File: src/rtl/wb_csr_master_pkg.sv
// ---------------------------------------------------------------------------
// wb_csr_master_pkg
//   Shared definitions for the Wishbone-to-CSR bridge:
//   - 3-bit FSM state encoding (IDLE, RADDR, RWAIT, WRITE, ACK)
//   - byte-lane select constants for full-word and empty writes
//   - lane_mask(): expands a 4-bit byte select into a 32-bit bit mask
// ---------------------------------------------------------------------------
package wb_csr_master_pkg;

    typedef enum logic [2:0] {
        ST_IDLE  = 3'd0,
        ST_RADDR = 3'd1,
        ST_RWAIT = 3'd2,
        ST_WRITE = 3'd3,
        ST_ACK   = 3'd4
    } state_e;

    localparam int         LANES    = 4;
    localparam logic [3:0] SEL_FULL = 4'hF;
    localparam logic [3:0] SEL_NONE = 4'h0;

    function automatic logic [31:0] lane_mask(input logic [3:0] sel);
        logic [31:0] m;
        m = '0;
        for (int i = 0; i < LANES; i++) begin
            m[8*i +: 8] = {8{sel[i]}};
        end
        return m;
    endfunction

endpackage

File: src/rtl/wb_csr_master_merge.sv
// ---------------------------------------------------------------------------
// wb_csr_master_merge
//   Combinational 4-lane byte merge used for partial-width writes.
//   Lanes whose select bit is set take the new byte, the others keep the
//   old byte read back from the CSR slave.
// Ports
//   old_i    [31:0]  current register contents (from the CSR slave)
//   new_i    [31:0]  write data latched from the Wishbone cycle
//   sel_i    [3:0]   byte lane enables
//   merged_o [31:0]  read-modify-write result
// ---------------------------------------------------------------------------
module wb_csr_master_merge
    import wb_csr_master_pkg::*;
(
    input  logic [31:0] old_i,
    input  logic [31:0] new_i,
    input  logic [3:0]  sel_i,
    output logic [31:0] merged_o
);

    logic [31:0] mask;

    assign mask     = lane_mask(sel_i);
    assign merged_o = (new_i & mask) | (old_i & ~mask);

endmodule

File: src/rtl/wb_csr_master.sv
// ---------------------------------------------------------------------------
// wb_csr_master
//   Wishbone classic slave that acts as the master of a CSR bus. Each single
//   Wishbone cycle becomes one CSR access; partial-width writes become a
//   CSR read followed by a merged CSR write. All outputs are registered.
//
// Ports
//   sys_clk   in   1       clock, rising edge
//   sys_rst   in   1       asynchronous, active-low reset
//   wb_adr_i  in   32      byte address; word address = wb_adr_i[CSR_AW+1:2]
//   wb_dat_i  in   DW      write data
//   wb_sel_i  in   4       byte lane enables
//   wb_stb_i  in   1       strobe
//   wb_cyc_i  in   1       cycle
//   wb_we_i   in   1       1 = write
//   wb_dat_o  out  DW      read data, valid with wb_ack_o
//   wb_ack_o  out  1       one-cycle acknowledge
//   csr_a     out  CSR_AW  CSR word address (holds between accesses)
//   csr_we    out  1       CSR write strobe, one cycle per write
//   csr_do    out  DW      data to the CSR slave
//   csr_di    in   DW      data from the CSR slave, one cycle after csr_a
//
// Configuration
//   WB_CSR_MASTER_POSTED_EN : full-width writes are acked together with the
//   CSR write strobe (one cycle after capture) instead of after it. A new
//   request waits until that write has been issued.
// ---------------------------------------------------------------------------
module wb_csr_master
    import wb_csr_master_pkg::*;
#(
    parameter int CSR_AW = 14,
    parameter int DW     = 32
) (
    input  logic              sys_clk,
    input  logic              sys_rst,
    input  logic [31:0]       wb_adr_i,
    input  logic [DW-1:0]     wb_dat_i,
    input  logic [3:0]        wb_sel_i,
    input  logic              wb_stb_i,
    input  logic              wb_cyc_i,
    input  logic              wb_we_i,
    output logic [DW-1:0]     wb_dat_o,
    output logic              wb_ack_o,
    output logic [CSR_AW-1:0] csr_a,
    output logic              csr_we,
    output logic [DW-1:0]     csr_do,
    input  logic [DW-1:0]     csr_di
);

    state_e            state_q, state_d;

    // Latched request operands (no reset needed: only read after capture)
    logic [DW-1:0]     dat_q, dat_d;
    logic [3:0]        sel_q, sel_d;
    logic              we_q,  we_d;

    // Registered outputs
    logic [CSR_AW-1:0] csr_a_q,    csr_a_d;
    logic              csr_we_q,   csr_we_d;
    logic [DW-1:0]     csr_do_q,   csr_do_d;
    logic [DW-1:0]     wb_dat_q,   wb_dat_d;
    logic              wb_ack_q,   wb_ack_d;

    logic [DW-1:0]     merged;

    // Byte-offset bits and address bits above the CSR window are don't-care;
    // the address wraps modulo 2^CSR_AW words.
    logic              unused_adr_bits;
    assign unused_adr_bits = ^{wb_adr_i[31:CSR_AW+2], wb_adr_i[1:0]};

    wb_csr_master_merge u_merge (
        .old_i    (csr_di),
        .new_i    (dat_q),
        .sel_i    (sel_q),
        .merged_o (merged)
    );

    always_comb begin
        state_d  = state_q;
        dat_d    = dat_q;
        sel_d    = sel_q;
        we_d     = we_q;
        csr_a_d  = csr_a_q;
        csr_we_d = 1'b0;
        csr_do_d = csr_do_q;
        wb_dat_d = wb_dat_q;
        wb_ack_d = 1'b0;

        unique case (state_q)
            ST_IDLE: begin
                if (wb_cyc_i && wb_stb_i) begin
                    dat_d = wb_dat_i;
                    sel_d = wb_sel_i;
                    we_d  = wb_we_i;
                    if (wb_we_i && (wb_sel_i == SEL_FULL)) begin
                        // Full-word write goes straight to the CSR bus
                        state_d  = ST_WRITE;
                        csr_a_d  = wb_adr_i[CSR_AW+1:2];
                        csr_do_d = wb_dat_i;
                        csr_we_d = 1'b1;
`ifdef WB_CSR_MASTER_POSTED_EN
                        wb_ack_d = 1'b1;
                        wb_dat_d = '0;
`endif
                    end else if (wb_we_i && (wb_sel_i == SEL_NONE)) begin
                        // Nothing to write: acknowledge without touching CSR
                        state_d  = ST_ACK;
                        wb_ack_d = 1'b1;
                        wb_dat_d = '0;
                    end else begin
                        // Reads and partial writes both start with a CSR read
                        state_d = ST_RADDR;
                        csr_a_d = wb_adr_i[CSR_AW+1:2];
                    end
                end
            end
            ST_RADDR: begin
                state_d = ST_RWAIT;
            end
            ST_RWAIT: begin
                if (we_q) begin
                    state_d  = ST_WRITE;
                    csr_do_d = merged;
                    csr_we_d = 1'b1;
                end else begin
                    state_d  = ST_ACK;
                    wb_dat_d = csr_di;
                    wb_ack_d = wb_cyc_i;
                end
            end
            ST_WRITE: begin
`ifdef WB_CSR_MASTER_POSTED_EN
                if (sel_q == SEL_FULL) begin
                    // Already acknowledged at capture
                    state_d = ST_IDLE;
                end else begin
                    state_d  = ST_ACK;
                    wb_ack_d = wb_cyc_i;
                    wb_dat_d = '0;
                end
`else
                state_d  = ST_ACK;
                wb_ack_d = wb_cyc_i;
                wb_dat_d = '0;
`endif
            end
            ST_ACK: begin
                // No capture here: keeps a single transaction in flight
                state_d = ST_IDLE;
            end
            default: begin
                state_d = ST_IDLE;
            end
        endcase
    end

    always_ff @(posedge sys_clk or negedge sys_rst) begin
        if (!sys_rst) begin
            state_q  <= ST_IDLE;
            csr_a_q  <= '0;
            csr_we_q <= 1'b0;
            csr_do_q <= '0;
            wb_dat_q <= '0;
            wb_ack_q <= 1'b0;
        end else begin
            state_q  <= state_d;
            csr_a_q  <= csr_a_d;
            csr_we_q <= csr_we_d;
            csr_do_q <= csr_do_d;
            wb_dat_q <= wb_dat_d;
            wb_ack_q <= wb_ack_d;
        end
    end

    always_ff @(posedge sys_clk) begin
        dat_q <= dat_d;
        sel_q <= sel_d;
        we_q  <= we_d;
    end

    assign csr_a    = csr_a_q;
    assign csr_we   = csr_we_q;
    assign csr_do   = csr_do_q;
    assign wb_dat_o = wb_dat_q;
    assign wb_ack_o = wb_ack_q;

endmodule

File: config.mk
export PLATFORM = sky130hd
export DESIGN_NAME = wb_csr_master
export DESIGN_NICKNAME = d
export VERILOG_FILES = /design/src/rtl/wb_csr_master_pkg.sv /design/src/rtl/wb_csr_master_merge.sv /design/src/rtl/wb_csr_master.sv
export SDC_FILE = /design/constraint.sdc
export NUM_CORES = 1
export LEC_CHECK = 0
export CORE_AREA = 2 2 138 99
export DETAILED_ROUTE_END_ITERATION = 10
export DIE_AREA = 0 0 140 101
export PLACE_DENSITY = 0.81
export SYNTH_ARGS = -nofsm -noshare
export SYNTH_HDL_FRONTEND = slang
export SYNTH_SLANG_ARGS = --single-unit
export TNS_END_PERCENT = 30
File: constraint.sdc
create_clock -name sys_clk -period 2.95 [get_ports sys_clk]
set_input_delay 0.59 -clock sys_clk [delete_from_list [all_inputs] [get_ports sys_clk]]
set_output_delay 0.59 -clock sys_clk [all_outputs]
set_load 0.02 [all_outputs]
==> summary.txt <==
Pwr
  • Cell leakage power: 0.00315 uW
  • Maximum VDD drop: 0.519 mV
  • Post-layout power: 8100 uW
  • P per Cell Area: 1080 mW/mm2

Yosys
  • Yosys top cell by area: dfrtp_1
  • Syn. warnings: 0
  • Synth cell types: 28
  • FF+latch count, synth: between 100 and 150
  • Syn_nets: 476
  • Largest cells by area after synthesis: dfrtp_1 41%, edfxtp_1 22%, mux2i_1 13%
  • Synth Cell Area: 0.00503 mm2
  • Top cell type's share of synthesized area: 41.3%
  • Register area share after synthesis: 63.4%
  • Synth Area per Inst: 13.6 um2
  • Cells after synthesis: 371

Detailed routing
  • Drt pass-1 iters: 9
  • Drt wl/cell: 17.8 um
  • DRC: 12
  • Total number of vias: 3587
  • Remaining antenna violation count: 0
  • Via/cell ratio: 4.98
  • DRT iter0 DRCs: 174
  • Routed wire length: ~13000 um

Setup path
  • CP max FO: 19
  • CP endpoint kind: flip-flop
  • CP required: 3270 ps
  • Kind of critical path: in2reg
  • R2r setup slk: 1030 ps
  • Startpoint types: input pin
  • Reg2Reg Depth: 5
  • Arrival time worst endpoint: 2440 ps

Clocking
  • Inserted Clock Buffers: 17
  • Cts hold-fix bufs: 0
  • Root Buffer: clkbuf_16
  • Num Clock Sinks: 120
  • Post-CTS resize count: 0
  • CTS tree: built
  • Clk_lat worst skew: 410 ps
  • Clock buffer depth: 2
  • Setup Buffers After CTS: 0
  • Clock-pin slew on the worst setup and hold paths: 60 ps
  • H-tree Lvls: 4

Hold path
  • HP Class: in2async

Flow run
  • # Max-Cap Violations: 0

Global route
  • Number of global-route vias before repair: 3813
  • Global-route wire length before repair: 20400 um
  • Largest net degree at the start of global routing: 45
  • Antenna violations before repair: 0
  • GR Overflow Total: 0
  • Overall routing resource usage: 18.9%

Outcome
  • Violations in the final reports: design-rule violations
  • Status: finished, violations left

Final layout
  • Area Overhead vs Synth: 48.7%
  • Diodes inserted: 0
  • Final net count: 647
  • Layout cell share with drive strength beyond 1: 11.0%
  • Finished Core Util: slightly below 60%
  • Most common cell after layout, fill and taps aside: clkdlybuf4s50_1
  • Commonest cells after routing, fill and taps aside: 165 x clkdlybuf4s50_1, 83 x dfrtp_1, 64 x mux2i_1

Timing
  • Fin Setup TNS: 0 ps
  • Fmax: 0.471 GHz
  • # setup viols final: 0
  • Fin worst setup slack: a little over 800 ps
  • Slew headroom: 38.8%
  • Fin crit share: 71.9%
  • Min Tclk post-route: 2120 ps
  • Final hold vios: 0
  • Slew @ Worst Pin: 916 ps
  • Clk_skew: 5.73 ps
  • RSZ-0062 raised after global routing: no
  • Final Slew Violations: 0

Placed design
  • DP Worst Slack: 388 ps
  • GP Congestion: 0.725
  • Dpl hpwl: 8630 um
  • IO buf count: between 150 and 200

Die
  • Die Y-Extent: 101 um
  • Rows: 35
  • Starting Density: 39.0%
  • Die X-Extent: 140 um
  • Die ar.: 0.0141 mm2
  • Top Ports: around 190
  • Core ar.: 0.0129 mm2
==> synth_stat cells, drive strengths merged <==
| library cell | instances |
|---|---|
| buf | 17 |
| nor3b | 1 |
| edfxtp | 37 |
| a211oi | 2 |
| dfrtp | 83 |
| and4 | 1 |
| clkbuf | 7 |
| nor3 | 1 |
| inv | 35 |
| a32o | 1 |
| nor2b | 2 |
| a22o | 33 |
| a21oi | 3 |
| mux2 | 14 |
| mux2i | 64 |
| nand4 | 1 |
| and2 | 1 |
| a311oi | 1 |
| nand2 | 33 |
| o21ai | 32 |
| nor4 | 2 |
==> worst paths after layout <==
kind                                  start           to
worst max-delay path               wb_cyc_i    csr_do[5]
worst min register to register  wb_dat_o[6]  wb_dat_o[6]
max in group asynchronous           sys_rst    csr_do[9]
worst max register to register   state_q[2]    csr_do[5]
min in group sys_clk            wb_dat_o[6]  wb_dat_o[6]
worst min-delay path                sys_rst  wb_dat_o[9]
==> report_power, final <==
part	total (uW)	internal [uW]	switching, uW
Combinational	3150	1570	1590
Sequential	2700	2330	370
Clock	2250	1490	753
==> per-layer routing <==
| layer | global-route usage, % | part of all wire, % | up-vias | wire length, um |
|---|---|---|---|---|
| met4 | 8.08 | 1.8 | 0 | 230 |
| met3 | 5.32 | 7.0 | 22 | 898 |
| met2 | 30.2 | 47 | 133 | 5970 |
| met1 | 24.4 | 45 | 1773 | 5720 |
| met5 | 0 | 0 | - | 0 |
| li1 | - | - | 1659 | - |
==> per-stage QoR <==
step	cells	instance area, um2	hold slack [ps]
after detailed placement	689	6850	490
final	721	7480	170
after CTS	721	7480	183
after global placement	689	6850	487
after floorplan	371	5030	294
after global routing	721	7480	201
==> state kept, by name (all words and copies together), names as in the netlist <==
register / flops
state_q: 3
csr_we: 1
wb_dat_o: 32
csr_do: 32
csr_a: 14
sel_q: 4
we_q: 1
wb_ack_o: 1
dat_q: 32
==> worst max-delay path: stages <==
cell and delay (ps):
clkdlybuf4s50_1 510, nand2_1 120, nor4_4 340, a32o_2 260, buf_4 350, mux2i_1 260
==> cell type report <==
type | count | area [um2]
Clock buffer | 19 | 433
Clock inverter | 13 | 203
Fill cell | 1027 | 5440
Inverter | 35 | 131
Multi-Input combinational cell | 192 | 1570
Sequential cell | 120 | 3190
Tap cell | 166 | 208
Timing Repair Buffer | 176 | 1750
==> kinds of logic (layout without fill, tap and decap cells) <==
| group | Yosys count | count (layout) | synth area share [%] |
|---|---|---|---|
| flip-flops | 120 | 120 | 63.4 |
| multiplexers | 78 | 78 | 16.6 |
| AO/OA/AOI/OAI | 72 | 72 | 9.99 |
| buffers and inverters | 59 | 243 | 5.89 |
| AND/OR/NAND/NOR | 42 | 42 | 4.15 |
Power figures use the tool's default switching activity.
